## config.mk

```make
export PLATFORM = sky130hd
export DESIGN_NAME = wb_buffer_ctrl
export DESIGN_NICKNAME = d
export VERILOG_FILES = /design/src/rtl/wb_buffer_ctrl.sv
export SDC_FILE = /design/constraint.sdc
export NUM_CORES = 1
export LEC_CHECK = 0
export CORE_AREA = 2 2 273 275
export DETAILED_ROUTE_END_ITERATION = 12
export DIE_AREA = 0 0 275 277
export SYNTH_ARGS = -nofsm -noshare
export SYNTH_HDL_FRONTEND = slang
export SYNTH_SLANG_ARGS = --single-unit
```

## constraint.sdc

```tcl
create_clock -name clk -period 8.5 [get_ports clk]
set_input_delay 2.55 -clock clk [delete_from_list [all_inputs] [get_ports clk]]
set_output_delay 2.55 -clock clk [all_outputs]
set_load 0.03 [all_outputs]
```

## src/rtl/wb_buffer_ctrl.sv

```systemverilog
// wb_buffer_ctrl: controller for the 4-entry L2 write-back (victim) buffer.
// Accepts evicted dirty lines and steers their writes into an external
// 4 x width line array. It coalesces repeat evictions of a buffered line,
// drains entries oldest-first to physical memory and answers lookups so that
// buffered lines can be forwarded.
//
// Ports:
//   clk, rst_n            clock, asynchronous active-low reset
//   push_valid/push_addr  evicted line offered by the cache (data goes to array)
//   push_ready            buffer can take the push this cycle (combinational)
//   lookup_addr           address probed by the cache
//   lookup_hit/index      a valid entry holds the probed line, and which one
//   arr_write/arr_index   array write enable and entry index
//   arr_data0..3          array entry contents
//   pmem_write            drain write request to memory
//   pmem_address/wdata    head entry line address and contents
//   pmem_resp             memory completed the current write
//   empty/full            occupancy flags
module wb_buffer_ctrl #(
    parameter int width      = 128,
    parameter int addr_width = 16
) (
    input  logic                  clk,
    input  logic                  rst_n,
    input  logic                  push_valid,
    input  logic [addr_width-1:0] push_addr,
    output logic                  push_ready,
    input  logic [addr_width-1:0] lookup_addr,
    output logic                  lookup_hit,
    output logic [1:0]            lookup_index,
    output logic                  arr_write,
    output logic [1:0]            arr_index,
    input  logic [width-1:0]      arr_data0,
    input  logic [width-1:0]      arr_data1,
    input  logic [width-1:0]      arr_data2,
    input  logic [width-1:0]      arr_data3,
    output logic                  pmem_write,
    output logic [addr_width-1:0] pmem_address,
    output logic [width-1:0]      pmem_wdata,
    input  logic                  pmem_resp,
    output logic                  empty,
    output logic                  full
);

    localparam int TAG_W = addr_width - 4;

    typedef enum logic {
        IDLE,
        DRAIN
    } state_t;

    state_t            state, state_next;
    logic [3:0]        valid;
    logic [TAG_W-1:0]  tag [4];
    logic [1:0]        rd_ptr, wr_ptr;
    logic [2:0]        count;

    logic [TAG_W-1:0]  push_tag, lookup_tag;
    logic              match;
    logic [1:0]        match_idx;
    logic              accept, accept_new, drain_done;

    assign push_tag   = push_addr[addr_width-1:4];
    assign lookup_tag = lookup_addr[addr_width-1:4];

    // At most one valid entry per tag, so the first hit found is the only one.
    always_comb begin
        match     = 1'b0;
        match_idx = '0;
        for (int unsigned i = 0; i < 4; i++) begin
            if (valid[i] && (tag[i] == push_tag)) begin
                match     = 1'b1;
                match_idx = i[1:0];
            end
        end
    end

    always_comb begin
        lookup_hit   = 1'b0;
        lookup_index = '0;
        for (int unsigned i = 0; i < 4; i++) begin
            if (valid[i] && (tag[i] == lookup_tag)) begin
                lookup_hit   = 1'b1;
                lookup_index = i[1:0];
            end
        end
    end

    // A coalescing push onto the line currently in flight must wait for
    // pmem_resp; otherwise memory could receive a mix of old and new data.
    // No bypass from pmem_resp: a full buffer stays not-ready that cycle.
    always_comb begin
        if (match && (match_idx == rd_ptr) && (state == DRAIN)) begin
            push_ready = 1'b0;
        end else if (match) begin
            push_ready = 1'b1;
        end else begin
            push_ready = (count < 3'd4);
        end
    end

    assign accept     = push_valid & push_ready;
    assign accept_new = accept & ~match;
    assign drain_done = (state == DRAIN) & pmem_resp;

    assign arr_write  = accept;
    assign arr_index  = match ? match_idx : wr_ptr;

    assign pmem_write   = (state == DRAIN);
    assign pmem_address = {tag[rd_ptr], 4'b0000};

    always_comb begin
        case (rd_ptr)
            2'd0:    pmem_wdata = arr_data0;
            2'd1:    pmem_wdata = arr_data1;
            2'd2:    pmem_wdata = arr_data2;
            default: pmem_wdata = arr_data3;
        endcase
    end

    assign empty = (count == 3'd0);
    assign full  = (count == 3'd4);

    always_comb begin
        state_next = state;
        case (state)
            IDLE:    if (count != 3'd0) state_next = DRAIN;
            DRAIN:   if (pmem_resp)     state_next = IDLE;
            default: state_next = IDLE;
        endcase
    end

    always_ff @(posedge clk or negedge rst_n) begin
        if (!rst_n) begin
            state <= IDLE;
        end else begin
            state <= state_next;
        end
    end

    // A new entry and a drain completion never target the same slot: in DRAIN
    // count > 0, so wr_ptr == rd_ptr only when full, and then no new entry is
    // accepted.
    always_ff @(posedge clk or negedge rst_n) begin
        if (!rst_n) begin
            valid  <= '0;
            rd_ptr <= '0;
            wr_ptr <= '0;
            count  <= '0;
            for (int unsigned i = 0; i < 4; i++) begin
                tag[i] <= '0;
            end
        end else begin
            if (drain_done) begin
                valid[rd_ptr] <= 1'b0;
                rd_ptr        <= rd_ptr + 2'd1;
            end
            if (accept_new) begin
                tag[wr_ptr]   <= push_tag;
                valid[wr_ptr] <= 1'b1;
                wr_ptr        <= wr_ptr + 2'd1;
            end
            count <= count + {2'b00, accept_new} - {2'b00, drain_done};
        end
    end

endmodule

```

==> flow_summary.json <==
{
  "synthDistinctLibCells": 40,
  "vias": 9673,
  "synth_edf_count": 0,
  "nFillCells": 7928,
  "netlist_top_cells_area": "dfrtp_1, mux2i_1, a222oi_1, xnor2_1, mux2_4",
  "rows": 100,
  "final_max_slew_viol_count": 0,
  "hold_viol": 0,
  "area_growth_pct": 110.8,
  "postCtsSetupBuffers": 0,
  "drive_gt1_share_pct": 9.135,
  "fin_setup_tns_ns": 0,
  "hp-class": "flop to flop",
  "hpwl_mm": 58.93,
  "ant_nets": 0,
  "cts.root.buffer_cell": "clkbuf_16",
  "fin_crit_sh_pct": 98.12,
  "worst_path_most_repeated_cell": "clkdlybuf4s50_1",
  "cts_resized": 0,
  "worst_ep_arrival_time_ns": 5.79,
  "clk_pin_slew_ns": 0.05,
  "grt_usage_pct": 16.51,
  "path_class": "input pin to primary output",
  "antenna_found_initial": 23,
  "holdWs_ns": 0.5425,
  "grt_max_degree": 79,
  "fin_skew_ns": 0.007533,
  "fmax_mhz": 119.9,
  "grt.overflow.total": 0,
  "crit_chain": "clkdlybuf4s50_1, xnor2_1, nand3_1, nor4_4, nor4b_4, and2_1, a211oi_1, clkdlybuf4s50_1",
  "clk_latency_ns": 0.33,
  "io_buffers": 689,
  "cts_buffers": 9,
  "synth_top_area_share_pct": 19.90,
  "slowest_delay_ns": 0.75,
  "worstPathMaxFanout": 8,
  "worstSetupEndpointType": "primary output",
  "h-tree-depth": 3,
  "clock-sinks": 60,
  "first_pass_iters": 9,
  "initial_core_util_pct": 10.25,
  "report.final.setup_viol": 0,
  "seq_area_frac_synth_pct": 19.90,
  "coreArea_sq_um": 73570,
  "cts_buffer_depth": 2,
  "ys.flop_type": "dfrtp_1",
  "worstHoldPathCells": 1,
  "synthTopCellsByCount": "inv_1, mux2i_1, a222oi_1",
  "die_h_microns": 277,
  "dieArea_sq_um": 76180,
  "fin_nets": 2010,
  "slew_headroom_pct": 25.02,
  "grt_pass1_vias": 10070,
  "die_x_microns": 275,
  "setup_ws_ns": 0.1602,
  "fin_crit_ns": 8.340,
  "r2r_setup_slack_ns": 5.39,
  "tightestPinTransition_ns": 1.125,
  "required_ns": 5.95,
  "vias_per_cell": 3.971,
  "yosysTopAreaCell": "dfrtp_1",
  "grt_first_pass_wirelength_mm": 84.37,
  "synth-async-reset-ratio_pct": 100.0,
  "cts_tree": "done",
  "r2r_cells": 12,
  "leakage_nw": 6.202,
  "startpoint_type": "input pin",
  "synth_seq_cells": 60,
  "drc": 0,
  "rsz0062_at_grt": "no",
  "ctsHoldBuffers": 0,
  "netlist_area_sq_um": 7543,
  "drt_iter0_drc": 1084,
  "syn_inst": 796,
  "maxCapViolCount": 0,
  "ys_warn_count": 0,
  "gp_congestion": 0.9222,
  "avgSynthCellArea_sq_um": 9.477,
  "crit_slowest_cell": "clkdlybuf4s50_1",
  "power-per-cell-area_nw_per_um2": 407.6,
  "ir_drop_v": 0.0002105,
  "wl_per_cell_microns": 27.79,
  "wirelength_mm": 67.69,
  "yosysMostFrequentCell": "inv_1",
  "status": "finished, final reports clean",
  "io_pins": 702,
  "place_ws_ns": 0.2253
}
## metal layers
metal,track usage (%),part of all wire [%],vias to the layer above,routed length [microns]
li1,-,-,4317,-
met1,17.68,36,4673,24360
met2,28.95,48,635,32700
met3,8.194,14,46,9184
met4,3.548,2.1,2,1436
met5,0,0.019,-,13
## placed cells by master (no fill, tap or decap), drive strengths merged, types with 4 or more instances in the layout
cell type,n
nand3,12
conb,4
nor4,9
mux2,49
mux4,12
nand2,21
xor2,23
diode,11
mux2i,129
xnor2,77
a222oi,128
ha,10
nand4,14
clkdlybuf4s50,687
inv,137
buf,41
dfrtp,60
clkbuf,12
## kinds of logic (layout without fill, tap and decap cells)
kind of cell               Yosys count  count (layout)  share of synthesized area, %
DFF                                 60              60                         19.90
and+or+nand+nor                     70              70                         5.872
other                                1              15                       0.04971
xor gates and xnor gates           100             100                         11.61
muxes                              190             190                         29.81
buffers and inverters              224             881                         12.64
AOI/OAI and AO/OA                  140             140                         18.20
adders and majority gates           11              11                         1.924
## worst max-delay path, delay by kind of cell
family	cells	cell delay, ns
buffers and inverters	2	1.35
AND/OR/NAND/NOR	4	1.10
XOR/XNOR	1	0.44
AO/OA/AOI/OAI	1	0.34
## metrics by stage
stage          total power (W)  instance area (sq um)  utilization [%]  cells
2_1_floorplan         0.003337                   7555                -    799
4_1_cts               0.006662                  15880            21.58   2425
3_3_place_gp          0.006220                  15570            21.17   2409
5_1_grt               0.006862                  15890            21.60   2432
3_5_place_dp          0.006239                  15570            21.17   2409
6_report              0.006482                  15900            21.62   2436
## sequential cells by signal (all words and copies together) (netlist names)
signal and count:
valid 4, rd_ptr 2, wr_ptr 2, tag 48, pmem_write 1, count 3
## cell type report
class                   count  area [sq um]  share of cell area (%)
clock inverters             4         47.55                  0.2990
inverters                 137         514.2                   3.233
flip-flops and latches     60          1501                   9.441
repair buffers            728          7194                   45.24
clock buffers              12         256.5                   1.613
diodes                     11         27.53                  0.1731
multi-input cells         515          5150                   32.38
well taps                 969          1212                   7.623
## report_power, final
part           leakage [nW]  internal [W]  switching (W)
Sequential            0.717      0.000432       0.000257
Clock                 0.149      0.000242       0.000136
Combinational          5.34       0.00212        0.00330
## final timing paths
kind / startpoint / end
hold / removal: count[0]$_DFF_PN0_ / count[0]$_DFF_PN0_
min in group asynchronous: rst_n / tag[17]$_DFFE_PN0P_
setup reg to reg: tag[29]$_DFFE_PN0P_ / count[2]$_DFF_PN0_
max in group asynchronous: rst_n / tag[8]$_DFFE_PN0P_
setup / recovery: push_addr[8] / arr_write
hold reg to reg: count[0]$_DFF_PN0_ / count[0]$_DFF_PN0_
Note: power is estimated with default switching activity, not from simulation.
